$ cat src/rtl/uart_tx_queue_pkg.sv
`default_nettype none
// ============================================================================
// Package     : uart_tx_queue_pkg
// Description : Shared constants and send-FSM encoding for the UART transmit
//               byte queue.
// Revision    : 1.0 - initial release
// ============================================================================
package uart_tx_queue_pkg;

   // Line framing characters used by the calculator output line.
   localparam logic [7:0] UART_CR = 8'h0D;
   localparam logic [7:0] UART_LF = 8'h0A;

   // Default guard gap (clk cycles) between handing a byte over and looking at
   // tx_sent again; covers the latency before uart_tx drops its idle flag.
   localparam int GAP_CYCLES_DEFAULT = 20;

   // Send FSM states.
   typedef enum logic [0:0] {
      SEND_IDLE = 1'b0,
      SEND_GAP  = 1'b1
   } send_state_e;

endpackage : uart_tx_queue_pkg
`default_nettype wire

$ cat src/rtl/uart_tx_queue_sync_fifo.sv
`default_nettype none
// ============================================================================
// Module      : uart_tx_queue_sync_fifo
// Description : Single-clock FIFO with wrap-bit pointers. Push is ignored
//               while full and pop while empty, so callers may gate loosely.
//               Read data is the combinational head entry.
// Revision    : 1.0 - initial release
// ============================================================================
module uart_tx_queue_sync_fifo #(
   parameter int DEPTH = 16,
   parameter int WIDTH = 8
) (
   input  logic                     clk,
   input  logic                     reset,
   input  logic                     push_i,
   input  logic [WIDTH-1:0]         push_data_i,
   input  logic                     pop_i,
   output logic [WIDTH-1:0]         pop_data_o,
   output logic [$clog2(DEPTH):0]   count_o,
   output logic                     full_o,
   output logic                     empty_o
);

   localparam int AW = $clog2(DEPTH);

   logic [WIDTH-1:0] mem_q [DEPTH];
   logic [AW:0]      wp_q;
   logic [AW:0]      rp_q;
   logic             w_do_push;
   logic             w_do_pop;

   // Occupancy is the pointer difference; the extra MSB tells full from empty.
   assign count_o    = wp_q - rp_q;
   assign full_o     = (count_o == (AW+1)'(DEPTH));
   assign empty_o    = (count_o == '0);
   assign w_do_push  = push_i & ~full_o;
   assign w_do_pop   = pop_i & ~empty_o;
   assign pop_data_o = mem_q[rp_q[AW-1:0]];

   // Pointer update; reset discards everything queued.
   always_ff @(posedge clk) begin
      if (reset) begin
         wp_q <= '0;
         rp_q <= '0;
      end else begin
         if (w_do_push) wp_q <= wp_q + 1'b1;
         if (w_do_pop)  rp_q <= rp_q + 1'b1;
      end
   end

   // Storage write; contents need no reset since the pointers define validity.
   always_ff @(posedge clk) begin
      if (w_do_push) mem_q[wp_q[AW-1:0]] <= push_data_i;
   end

endmodule : uart_tx_queue_sync_fifo
`default_nettype wire

$ cat src/rtl/uart_tx_queue.sv
`default_nettype none
// ============================================================================
// Module      : uart_tx_queue
// Description : Transmit byte queue in front of uart_tx. Accepts single bytes
//               or a packed output line, buffers them, and hands one byte at a
//               time to uart_tx with a 1-cycle enable followed by a guard gap.
// Revision    : 1.0 - initial release
// ============================================================================
module uart_tx_queue
   import uart_tx_queue_pkg::*;
#(
   parameter int DEPTH      = 16,
   parameter int LINE_CHARS = 14,
   parameter int GAP_CYCLES = GAP_CYCLES_DEFAULT
) (
   input  logic                      clk,
   input  logic                      reset,
   input  logic                      wr_valid,
   input  logic [7:0]                wr_data,
   output logic                      wr_ready,
   input  logic                      ld_start,
   input  logic [8*LINE_CHARS-1:0]   ld_line,
   input  logic [3:0]                ld_len,
   output logic                      ld_busy,
   output logic [7:0]                tx_data,
   output logic                      tx_en,
   input  logic                      tx_sent,
   output logic [$clog2(DEPTH):0]    count,
   output logic                      empty,
   output logic                      overflow,
   output logic                      ld_err
);

   localparam int LEN_W = ($clog2(LINE_CHARS+1) > 4) ? $clog2(LINE_CHARS+1) : 4;
   localparam int GAP_W = ($clog2(GAP_CYCLES+1) > 1) ? $clog2(GAP_CYCLES+1) : 1;
   localparam logic [LEN_W-1:0] LEN_MAX  = LEN_W'(LINE_CHARS);
   localparam logic [GAP_W-1:0] GAP_LAST = GAP_W'(GAP_CYCLES-1);

   // FIFO interface
   logic                    w_full;
   logic                    w_empty;
   logic                    w_push;
   logic                    w_pop;
   logic [7:0]              w_push_data;
   logic [7:0]              w_pop_data;

   // Loader
   logic                    ld_busy_q;
   logic [8*LINE_CHARS-1:0] line_q;
   logic [LEN_W-1:0]        len_q;
   logic [LEN_W-1:0]        w_ld_len;

   // Sticky flags
   logic                    overflow_q;
   logic                    ld_err_q;

   // Send FSM
   send_state_e             state_q, state_d;
   logic [GAP_W-1:0]        gap_q, gap_d;
   logic [7:0]              tx_data_q, tx_data_d;
   logic                    tx_en_q, tx_en_d;

   uart_tx_queue_sync_fifo #(
      .DEPTH (DEPTH),
      .WIDTH (8)
   ) u_fifo (
      .clk         (clk),
      .reset       (reset),
      .push_i      (w_push),
      .push_data_i (w_push_data),
      .pop_i       (w_pop),
      .pop_data_o  (w_pop_data),
      .count_o     (count),
      .full_o      (w_full),
      .empty_o     (w_empty)
   );

   // The loader owns the FIFO write port while busy, so direct pushes are
   // refused then; full refuses pushes even if a pop frees a slot this cycle.
   assign wr_ready    = ~w_full & ~ld_busy_q;
   assign w_push      = (ld_busy_q & ~w_full) | (wr_valid & wr_ready);
   assign w_push_data = ld_busy_q ? line_q[8*LINE_CHARS-1 -: 8] : wr_data;
   assign w_ld_len    = LEN_W'(ld_len);

   assign ld_busy  = ld_busy_q;
   assign empty    = w_empty;
   assign overflow = overflow_q;
   assign ld_err   = ld_err_q;
   assign tx_data  = tx_data_q;
   assign tx_en    = tx_en_q;

   // Line loader: latch the line, then drain its leading bytes one per
   // non-full cycle, stalling without loss when the FIFO is full.
   always_ff @(posedge clk) begin
      if (reset) begin
         ld_busy_q <= 1'b0;
         line_q    <= '0;
         len_q     <= '0;
      end else if (ld_busy_q) begin
         if (!w_full) begin
            line_q <= line_q << 8;
            len_q  <= len_q - 1'b1;
            if (len_q == LEN_W'(1)) ld_busy_q <= 1'b0;
         end
      end else if (ld_start && (ld_len != 4'd0)) begin
         line_q    <= ld_line;
         len_q     <= (w_ld_len > LEN_MAX) ? LEN_MAX : w_ld_len;
         ld_busy_q <= 1'b1;
      end
   end

   // Sticky error flags: dropped byte push, and line start while loading.
   always_ff @(posedge clk) begin
      if (reset) begin
         overflow_q <= 1'b0;
         ld_err_q   <= 1'b0;
      end else begin
         if (wr_valid && !wr_ready) overflow_q <= 1'b1;
         if (ld_start && ld_busy_q) ld_err_q   <= 1'b1;
      end
   end

   // Send FSM state register.
   always_ff @(posedge clk) begin
      if (reset) begin
         state_q   <= SEND_IDLE;
         gap_q     <= '0;
         tx_data_q <= 8'h00;
         tx_en_q   <= 1'b0;
      end else begin
         state_q   <= state_d;
         gap_q     <= gap_d;
         tx_data_q <= tx_data_d;
         tx_en_q   <= tx_en_d;
      end
   end

   // Send FSM next state: hand over one byte when uart_tx is idle, then sit
   // out GAP_CYCLES cycles before tx_sent is trusted again.
   always_comb begin
      state_d   = state_q;
      gap_d     = gap_q;
      tx_data_d = tx_data_q;
      tx_en_d   = 1'b0;
      w_pop     = 1'b0;
      case (state_q)
         SEND_IDLE: begin
            if (!w_empty && tx_sent) begin
               w_pop     = 1'b1;
               tx_data_d = w_pop_data;
               tx_en_d   = 1'b1;
               gap_d     = '0;
               state_d   = SEND_GAP;
            end
         end
         SEND_GAP: begin
            gap_d = gap_q + 1'b1;
            if (gap_q == GAP_LAST) state_d = SEND_IDLE;
         end
         default: state_d = SEND_IDLE;
      endcase
   end

endmodule : uart_tx_queue
`default_nettype wire

$ cat config.mk
export PLATFORM = sky130hd
export DESIGN_NAME = uart_tx_queue
export DESIGN_NICKNAME = d
export VERILOG_FILES = /design/src/rtl/uart_tx_queue_pkg.sv /design/src/rtl/uart_tx_queue_sync_fifo.sv /design/src/rtl/uart_tx_queue.sv
export SDC_FILE = /design/constraint.sdc
export NUM_CORES = 1
export LEC_CHECK = 0
export ABC_AREA = 1
export BUFFER_PORTS_ARGS = -buffer_cell sky130_fd_sc_hd__buf_2
export CAP_MARGIN = 0
export CORE_MARGIN = 5
export CORE_UTILIZATION = 33
export CTS_BUF_LIST = sky130_fd_sc_hd__clkbuf_8
export CTS_CLUSTER_SIZE = 30
export DETAILED_ROUTE_END_ITERATION = 6
export GPL_ROUTABILITY_DRIVEN = 0
export GPL_TIMING_DRIVEN = 0
export HOLD_SLACK_MARGIN = 0.1
export PLACE_DENSITY_LB_ADDON = 0.15
export SYNTH_ARGS = -nofsm -noshare
export SYNTH_HDL_FRONTEND = slang
export SYNTH_SLANG_ARGS = --single-unit
$ cat constraint.sdc
create_clock -name clk -period 5.9 [get_ports clk]
set_input_delay 0.295 -clock clk [delete_from_list [all_inputs] [get_ports clk]]
set_output_delay 0.295 -clock clk [all_outputs]
set_load 0.03 [all_outputs]
Word level (Yosys, flattened, before mapping)
Memories as Yosys holds them, arrays and structs flattened. A register that Yosys moved wholly into a read port is not among the register bits.
Cells that the tools add are included.

storage, ports and cells
  flip-flop bits (word level) = 136
  bits in writable memories = 128
  bits of input ports = 129
  output and inout bits = 19
  logic and storage cells = 63
  memories kept = 1

memories
  memory        words  bits a word  rd ports  clocked after Yosys merged registers in  wr ports  line                           RTL
  u_fifo.mem_q  16     8            1         1                                        1         uart_tx_queue_sync_fifo.sv:26  logic [WIDTH-1:0] mem_q [DEPTH];

cells by class
  add/sub/neg operators = 5
  $lt $le $gt $ge = 1
  equality and inequality tests = 5
  multiplexer cells = 20
  bitwise logic cells = 10
  reduce and logical (&&, ||, !) cells = 11

operator list
  cell                                                   number
  two-way mux 112 bit                                    3
  two-way mux 4 bit                                      4
  adder 5 x 1 -> 5 bit (second input constant)           3
  equality test 5 bit (second input constant)            2
  one-hot mux 5 bit (2 select lines)                     1
  two-way mux 1 bit                                      9
  two-way mux 8 bit                                      1
  AND 1 bit                                              5
  zero test 5 bit                                        1
  two-way mux 5 bit                                      1
  subtractor 5 bit                                       1
  equality test 4 x 1 -> 1 bit (second input constant)   1
  greater-than comparator 4 bit (second input constant)  1
  logical AND 1 bit                                      4
  != test 2 bit (second input constant)                  2
  inverter 1 bit                                         4
  AND reduction 2 bit                                    2
  nonzero test 4 bit                                     1
  subtractor 4 x 1 -> 4 bit (second input constant)      1
  zero test 1 bit                                        2
  one-hot mux 1 bit (2 select lines)                     1
  nonzero test 2 bit                                     1
  OR 1 bit                                               1

Depth between registers and ports, before layout
Gate-level depths: netlist of the first run.

  word-level depth = 9
  depth in mapped cells = 16
  depth with buffers taken out = 14

By module
From an unflattened synthesis of the first run, not the netlist that was laid out.

unflattened totals
  cell total of the unflattened synthesis = 1502
  area, all modules = 12249.2 sq um

modules (own cells, without submodules)
  module                   instances  cells an instance  area each (sq um)  sequential area each (sq um)
  uart_tx_queue            1          980                6287.3             2682.6
  uart_tx_queue_sync_fifo  1          522                5962.0             4124.0

Worst setup path before layout of the first run
No wires, ideal clock.

  path kind = register to register
  start = register u_fifo.rp_q[1]
  end = memory u_fifo.mem_q[4][0], enable pin
  setup time = 0.383 ns
  arrival time = 2.955 ns
  data required time = 5.517 ns
  path slack = 2.561 ns
  stages on the path, launching flop included = 10
  path buffers = 2
  clock period less this slack = 3.339 ns
  path through = dfxtp_1 inv_1 clkbuf_1 fa_1 xor2_1 nor2_2 nand3_4 nand2_1 buf_2 nor3_1

on the way
  word-level cells in the longest chain between the ends = 9
  elaborated cells on any way between the ends = 10
  classes of those cells = add/sub: 1; eq/ne: 1; mux: 2; bitwise: 6

ends and longest elaborated chain
  element                                      line                                                                     RTL
  from (decl)                                  uart_tx_queue_sync_fifo.sv:28                                            logic [AW:0] rp_q;
  from (signal assigned)                       uart_tx_queue_sync_fifo.sv:47                                            if (w_do_pop) rp_q <= rp_q + 1'b1;
  subtractor 5 bit (*)                         uart_tx_queue_sync_fifo.sv:33                                            assign count_o = wp_q - rp_q;
  net count[2]                                 uart_tx_queue.sv:28                                                      output logic [$clog2(DEPTH):0] count,
  equality test 5 bit (*)                      uart_tx_queue_sync_fifo.sv:34                                            assign full_o = (count_o == (AW+1)'(DEPTH));
  inverter 1 bit (*)                           uart_tx_queue_sync_fifo.sv:36, uart_tx_queue.sv:80, uart_tx_queue.sv:81
  AND 1 bit                                    uart_tx_queue.sv:80                                                      assign wr_ready = ~w_full & ~ld_busy_q;
  AND 1 bit                                    uart_tx_queue.sv:81                                                      assign w_push = (ld_busy_q & ~w_full) | (wr_valid & wr_ready);
  OR 1 bit                                     uart_tx_queue.sv:81
  AND 1 bit (*)                                uart_tx_queue_sync_fifo.sv:36                                            assign w_do_push = push_i & ~full_o;
  two-way mux 1 bit (*)                        uart_tx_queue_sync_fifo.sv:53                                            if (w_do_push) mem_q[wp_q[AW-1:0]] <= push_data_i;
  two-way mux 1 bit (implied by the code) (*)  uart_tx_queue_sync_fifo.sv:53
  to (decl)                                    uart_tx_queue_sync_fifo.sv:26

The timed path passes the listed nets; every way through them passes the cells marked *.

Final worst setup path of the first run
  start = register u_fifo.rp_q[1]
  end = memory u_fifo.mem_q[9][5], enable pin

on the way
  word-level cells in the longest chain between the ends = 9
  elaborated cells on any way between the ends = 10
  classes of those cells = add/sub: 1; eq/ne: 1; mux: 2; bitwise: 6

ends and longest elaborated chain
  element                                      line
  subtractor 5 bit (*)                         uart_tx_queue_sync_fifo.sv:33
  equality test 5 bit (*)                      uart_tx_queue_sync_fifo.sv:34
  inverter 1 bit (*)                           uart_tx_queue_sync_fifo.sv:36, uart_tx_queue.sv:80, uart_tx_queue.sv:81
  AND 1 bit                                    uart_tx_queue.sv:80
  AND 1 bit                                    uart_tx_queue.sv:81
  OR 1 bit                                     uart_tx_queue.sv:81
  AND 1 bit (*)                                uart_tx_queue_sync_fifo.sv:36
  two-way mux 1 bit (*)                        uart_tx_queue_sync_fifo.sv:53
  two-way mux 1 bit (implied by the code) (*)  uart_tx_queue_sync_fifo.sv:53

Every way passes the cells marked *; elsewhere a longest branch is shown, timed or not.

==> key figures, run 1 <==
Power
  • Sw Ratio: 0.383
  • Leakage Power: ~6.9 nW
  • Switching Power: about 2.3 mW
  • Power share of the clock group: 0.276
  • P_int: 3.76 mW
  • Pwr Total: between 6 and 7 mW
  • Pwr dens: roughly 380 nW/um^2
  • Combinational share of power: 0.345
  • Reg power frac: 0.379
  • Max IR drop VDD: between 0.15 and 0.2 mV

Detailed routing
  • Detail Route Antenna Nets: 0
  • Router iterations before antenna repair: 5
  • Via density: 4.81
  • # DRC: 0
  • Routed WL: 41400 microns
  • Starting DRT DRC Count: roughly 630
  • Vias: ~12000
  • WL/cell: about 17 microns

Timing
  • Finish-stage setup viols: 0
  • Final hold vios: 0
  • Tcrit/Tclk final: 0.714
  • Slew Viols, Final: 0
  • Post-Route Skew: between 0.015 and 0.02 ns
  • RSZ-0062 raised after global routing: false
  • Min Clock Period, post-route: ~4.2 ns
  • Fmax: roughly 240 MHz
  • Actual slew at the worst max-slew pin: around 1.4 ns
  • Rel. slew slack: 0.0818
  • TNS Setup: 0 ns

Placed design
  • IO buf count: between 100 and 150
  • DP HPWL: approximately 30000 microns

Logic synthesis
  • Post-synthesis cell count: approximately 1600
  • Largest area contributor in the netlist: edfxtp_1
  • Post-synthesis sequential area ratio: 0.528
  • Count leader, synth: nand2_1
  • Synth Cell Area: ~13000 sq um
  • Count of cell types in the netlist: 32
  • Number of synthesized flops with an enable pin: roughly 130
  • Syn nets: about 1700
  • Top post-synthesis cells by count: 317 x nand2_1, 201 x nor2_1, 174 x o21ai_0
  • Mean post-synth cell area: between 7 and 8 sq um
  • Synth Flop Type: dfxtp_1
  • Synth area leaders: edfxtp_1 30%, dfxtp_1 23%, nand2_1 9.3%, o21ai_0 6.8%, nand3_1 6.4%
  • Yosys warns: 0
  • Post-synthesis register bit count: between 200 and 300
  • Top cell type's share of synthesized area: 0.302
  • Asr flop ratio synth: 0

Floorplanning
  • Top-Level Pins: between 100 and 150
  • Die ar.: 42600 sq um
  • Number of cell rows: slightly above 70
  • Die height: around 210 microns
  • Die width: a little over 200 microns
  • CORE AREA: 38500 sq um
  • Starting density of the core: 0.331

Clocking
  • H-tree level count: 2
  • Worst-path clk slew: around 0.060 ns
  • Sink Count: 272
  • Post-cts sizing count: 0
  • Clk buf depth: 3
  • CTS tree: yes
  • Cts hold-fix bufs: 91
  • Worst-Skew Late Latency: ~0.57 ns
  • Num CTS Buffers: 48
  • Post CTS Setup Buffer Count: 0
  • CTS root buffer: clkbuf_8

Min path
  • Worst hold path class: in2reg

Setup path
  • Critical setup path kind: reg2reg
  • Worst Path Required: about 6 ns
  • CP top delay family: simple AND/OR/NAND/NOR gates
  • CP max stage delay: between 1 and 1.5 ns
  • Critical Path, Cell by Cell: inv_1 > clkbuf_1 > fa_1 > nand3_1 > nand3_1 > nand2_1 > nand2_2 > nand3_4 > nand2_1 > buf_2 > nor3_1
  • Startpoint Class: flip-flop
  • CP endpoint kind: flip-flop
  • Crit path DAT: roughly 4.4 ns
  • Worst path slowest cell: nor3_1
  • WP buf/inv: 3
  • CP Max Fanout: 11

Cells and area
  • Area of the multi-input gates: about 5000 sq um
  • Fin nets: about 2000
  • Fill cells: between 3000 and 4000
  • FF+latch area: 6730 sq um
  • Layout cells sized above 1: 0.138
  • Area Growth Syn to Fin: 26.1%

Status
  • Status: finished, final reports clean

Global route
  • Vias in the first global route: approximately 12000
  • Initial antenna violation count: 3
  • Tot GR Track Use: 0.192
  • First-pass GRT wire length: roughly 64000 microns
  • GRT overflow: 0
  • Largest net degree at the start of global routing: 17

Run
  • Max Cap Viol: 0
==> per-stage QoR <==
step,instances,utilization,area (sq um),setup slack [ns],hold slack [ns]
after detailed placement,2270,0.370,14200,1.68,0.462
after global placement,2263,0.367,14100,1.64,0.461
final,2454,0.418,16100,1.69,0.128
after CTS,2450,0.417,16100,1.66,0.101
after floorplan,1599,-,12700,2.56,0.440
after global routing,2453,0.418,16100,1.43,0.110
==> power by group through the flow <==
stage,logic (mW),registers (mW),clock network [mW]
after floorplan,1.31,2.38,0
after global placement,2.03,2.35,0
after detailed placement,2.05,2.35,0
after CTS,2.11,2.31,1.72
after global routing,2.36,2.33,1.82
final,2.10,2.31,1.68
==> worst reg2reg max path, cell delays in order (launching register included) <==
cell	delay, ns
dfxtp_1	0.53
inv_1	0.25
clkbuf_1	0.37
fa_1	0.53
nand3_1	0.12
nand3_1	0.10
nand2_1	0.08
nand2_2	0.08
nand3_4	0.15
nand2_1	0.27
buf_2	0.29
nor3_1	1.05
==> metal layers <==
layer,share of wire,vias up,track usage
met5,0.00017,-,0
met4,0.018,2,0.0454
met3,0.057,63,0.0350
met2,0.47,304,0.323
met1,0.46,5534,0.259
li1,-,5905,-
==> cells by family (layout without fill, tap and decap cells) <==
kind of cell,Yosys count,count (layout),share of synthesized area
and+or+nand+nor,711,711,0.232
DFF,272,272,0.528
adders and majority gates,13,13,0.0134
buffers and inverters,252,587,0.0816
other,0,2,0
xor gates and xnor gates,8,8,0.00550
AOI/OAI and AO/OA,343,343,0.140
==> layout make-up <==
class                      count  share of cell area
tap                          518              0.0403
antenna                        2            0.000311
clock buffer                  55              0.0471
buffer                       115              0.0327
clock inverter                34              0.0103
sequential                   272               0.418
timing repair buffer         246               0.108
inverter                     137              0.0320
multi-input combinational   1075               0.311
==> path summary, 6_finish.rpt <==
path,from,end,slack (ns),cells after the start
max,u_fifo.rp_q[1],u_fifo.mem_q[9][5],1.69,11
min,ld_line[93],line_q[93],0.13,5
max reg2reg,u_fifo.rp_q[1],u_fifo.mem_q[9][5],1.69,11
min reg2reg,tx_data[6],tx_data[6],0.47,2
==> flip-flops by register name, summed over array words and instances (netlist names) <==
signal / count
u_fifo.wp_q: 5
overflow: 1
ld_err: 1
state_q: 1
len_q: 4
line_q: 112
tx_data: 8
gap_q: 5
u_fifo.mem_q: 128
u_fifo.rp_q: 5
tx_en: 1
ld_busy: 1
==> cells in the final DEF (no fill, tap or decap), types with 3 or more instances in the layout <==
| master | netlist | final |
|---|---|---|
| nand4_1 | 7 | 7 |
| inv_1 | 133 | 158 |
| o21ai_1 | 0 | 6 |
| buf_1 | 27 | 27 |
| buf_6 | 2 | 8 |
| nor3_1 | 13 | 10 |
| clkbuf_8 | 0 | 55 |
| nand3_1 | 162 | 162 |
| a21oi_1 | 136 | 136 |
| nor2_1 | 201 | 201 |
| nor3_2 | 0 | 3 |
| buf_4 | 16 | 18 |
| edfxtp_1 | 128 | 128 |
| ha_1 | 12 | 12 |
| o21ai_0 | 174 | 166 |
| buf_2 | 14 | 161 |
| dfxtp_1 | 144 | 144 |
| xnor2_1 | 3 | 3 |
| clkinv_2 | 0 | 5 |
| nand2_1 | 317 | 317 |
| clkinv_1 | 3 | 5 |
| o22ai_1 | 16 | 16 |
| xor2_1 | 5 | 5 |
| o211ai_1 | 16 | 16 |
| clkbuf_1 | 55 | 55 |
| dlygate4sd3_1 | 0 | 91 |
| or2_2 | 3 | 3 |
Note: power is estimated with default switching activity, not from simulation.
==> run 2, diff against run 1 <==
Clock period 5.9 ns to 3.7 ns, I/O delays scaled along.
==> run 2 against run 1 <==
  * Non-clock buffer count up 28
  * Global-route usage up 0.17 points
  * Setup slack worse by 1.5 ns
  * Total power up 60%
  * Register-to-register slack worse by 1.5 ns
  * Largest cell class unchanged
  * Highest routed layer unchanged
==> key figures, run 2 (same netlist as run 1, synthesis figures left out) <==
Power
  • P_int: 6.02 mW
  • Combinational share of power: 0.349
  • Max IR drop VDD: between 0.2 and 0.25 mV
  • Reg power frac: 0.376
  • Sw Ratio: 0.384
  • Switching Power: roughly 3.8 mW
  • Power share of the clock group: 0.275
  • Pwr dens: 594 nW/um^2
  • Leakage Power: a little over 7 nW

Detailed routing
  • # DRC: 0
  • Detail Route Antenna Nets: 0
  • Via density: about 4.8
  • WL/cell: between 15 and 20 microns
  • Router iterations before antenna repair: 6
  • Starting DRT DRC Count: a little under 700
  • Routed WL: around 42000 microns
  • Vias: ~12000

Global route
  • First-pass GRT wire length: 65200 microns
  • Initial antenna violation count: 2
  • Tot GR Track Use: 0.194
  • Largest net degree at the start of global routing: 19
  • GRT overflow: 0
  • Vias in the first global route: ~12000

Min path
  • Worst hold path class: in2reg

Timing
  • RSZ-0062 raised after global routing: false
  • Actual slew at the worst max-slew pin: between 0.9 and 1 ns
  • Rel. slew slack: 0.377
  • Fin Hold WS: ~0.18 ns
  • TNS Setup: 0 ns
  • Final hold vios: 0
  • Min Clock Period, post-route: 3.51 ns
  • Slew Viols, Final: 0
  • Fin worst setup slack: between 0.15 and 0.2 ns
  • Tcrit/Tclk final: 0.947
  • Post-Route Skew: approximately 0.018 ns
  • Finish-stage setup viols: 0
  • Fmax: about 290 MHz

Setup path
  • Worst Path Required: slightly above 4 ns
  • CP Max Fanout: 10
  • Crit path DAT: roughly 3.8 ns
  • Startpoint Class: flip-flop
  • Critical setup path kind: reg2reg
  • CP endpoint kind: flip-flop

Clocking
  • Worst-path clk slew: approximately 0.060 ns
  • CTS root buffer: clkbuf_8
  • Sink Count: approximately 270
  • H-tree level count: 2
  • CTS tree: yes
  • Worst-Skew Late Latency: roughly 0.57 ns
  • Num CTS Buffers: 48
  • Clk buf depth: 3

Placed design
  • DP HPWL: slightly below 30000 microns
  • IO buf count: 146
  • Setup WS pre-CTS: -0.518 ns

Cells and area
  • Commonest cells after routing, fill and taps aside: 317 x nand2_1, 200 x nor2_1, 166 x o21ai_0, 162 x nand3_1, 160 x buf_2
  • Layout cells sized above 1: 0.142
  • Fin nets: 2065
  • Area Growth Syn to Fin: 29.1%
  • Core Util, Final: 0.428
  • Max FFs per register: between 100 and 150
  • Commonest non-fill, non-tap cell in the layout: nand2_1

Floorplanning
  • Number of cell rows: 72
  • Die ar.: between 40000 and 50000 sq um
  • Starting density of the core: 0.331
  • Die height: ~210 microns
  • CORE AREA: between 30000 and 40000 sq um
  • Die width: a little over 200 microns
  • Top-Level Pins: approximately 150

Run
  • Max Cap Viol: 0

Status
  • Status: finished, final reports clean
## run 2: changes by cell type in the layout (fill, tap and decap cells not counted)
cell and delta:
buf_2 -1, nor3_1 -9, clkinvlp_4 +1, inv_1 -1, dlygate4sd3_1 +29, nor2_2 +1
nor3_4 +7, clkbuf_1 -1, buf_4 +1, nor2_1 -1, diode_2 -1, nor3_2 +2
## run 2: area by class of cell
cell class                      count  area [sq um]
Timing Repair Buffer              275          2020
Fill cell                        3940         22000
Multi-Input combinational cell   1075          5100
Clock inverter                     34           165
Sequential cell                   272          6730
Tap cell                          518           648
Buffer                            114           522
Clock buffer                       55           757
Antenna cell                        1          2.50
Inverter                          137           518
## run 2: timing repair
action | in CTS | in global routing
buffers inserted | 0 | 2
resized for setup | 13 | 5
hold buffers | 120 | 0
setup endpoints to repair | 105 | 59
hold endpoints to repair | 124 | 0
## run 2: worst max-delay path: stages, from the launching register on
cell and delay (ns):
dfxtp_1 0.57, clkinvlp_4 0.27, fa_1 0.51, or2_2 0.32, nor2_2 0.19, nand3_4 0.21
nand2_1 0.38, buf_2 0.46, nor3_2 0.16, buf_4 0.19
## run 2: power groups by stage
stage | Combinational [mW] | Sequential (mW) | Clock (mW)
finish | 3.41 | 3.68 | 2.69
global route | 3.82 | 3.71 | 2.90
CTS | 3.41 | 3.68 | 2.75
detailed placement | 3.28 | 3.74 | 0
global placement | 3.23 | 3.74 | 0
floorplan | 2.09 | 3.80 | 0
## run 2: path summary, 6_finish.rpt
check,depth (start not counted),slack (ns),to,startpoint
setup / recovery,9,0.19,u_fifo.mem_q[4][6],u_fifo.rp_q[1]
hold / removal,2,0.18,u_fifo.wp_q[0],reset
setup reg to reg,9,0.19,u_fifo.mem_q[4][6],u_fifo.rp_q[1]
hold reg to reg,2,0.47,tx_data[6],tx_data[6]
## run 2: per-stage QoR
step	instance area, sq um	power [mW]	instances
after CTS	16400	9.84	2478
after floorplan	12700	5.89	1599
after detailed placement	14200	7.02	2270
final	16500	9.77	2481
after global placement	14100	6.97	2263
after global routing	16500	10.4	2480
## run 2: layer usage
layer	global-route usage	vias up	part of all wire
met5	0	-	0.00017
met4	0.0471	2	0.019
met3	0.0364	66	0.054
met2	0.326	292	0.47
met1	0.260	5590	0.46
li1	-	5958	-
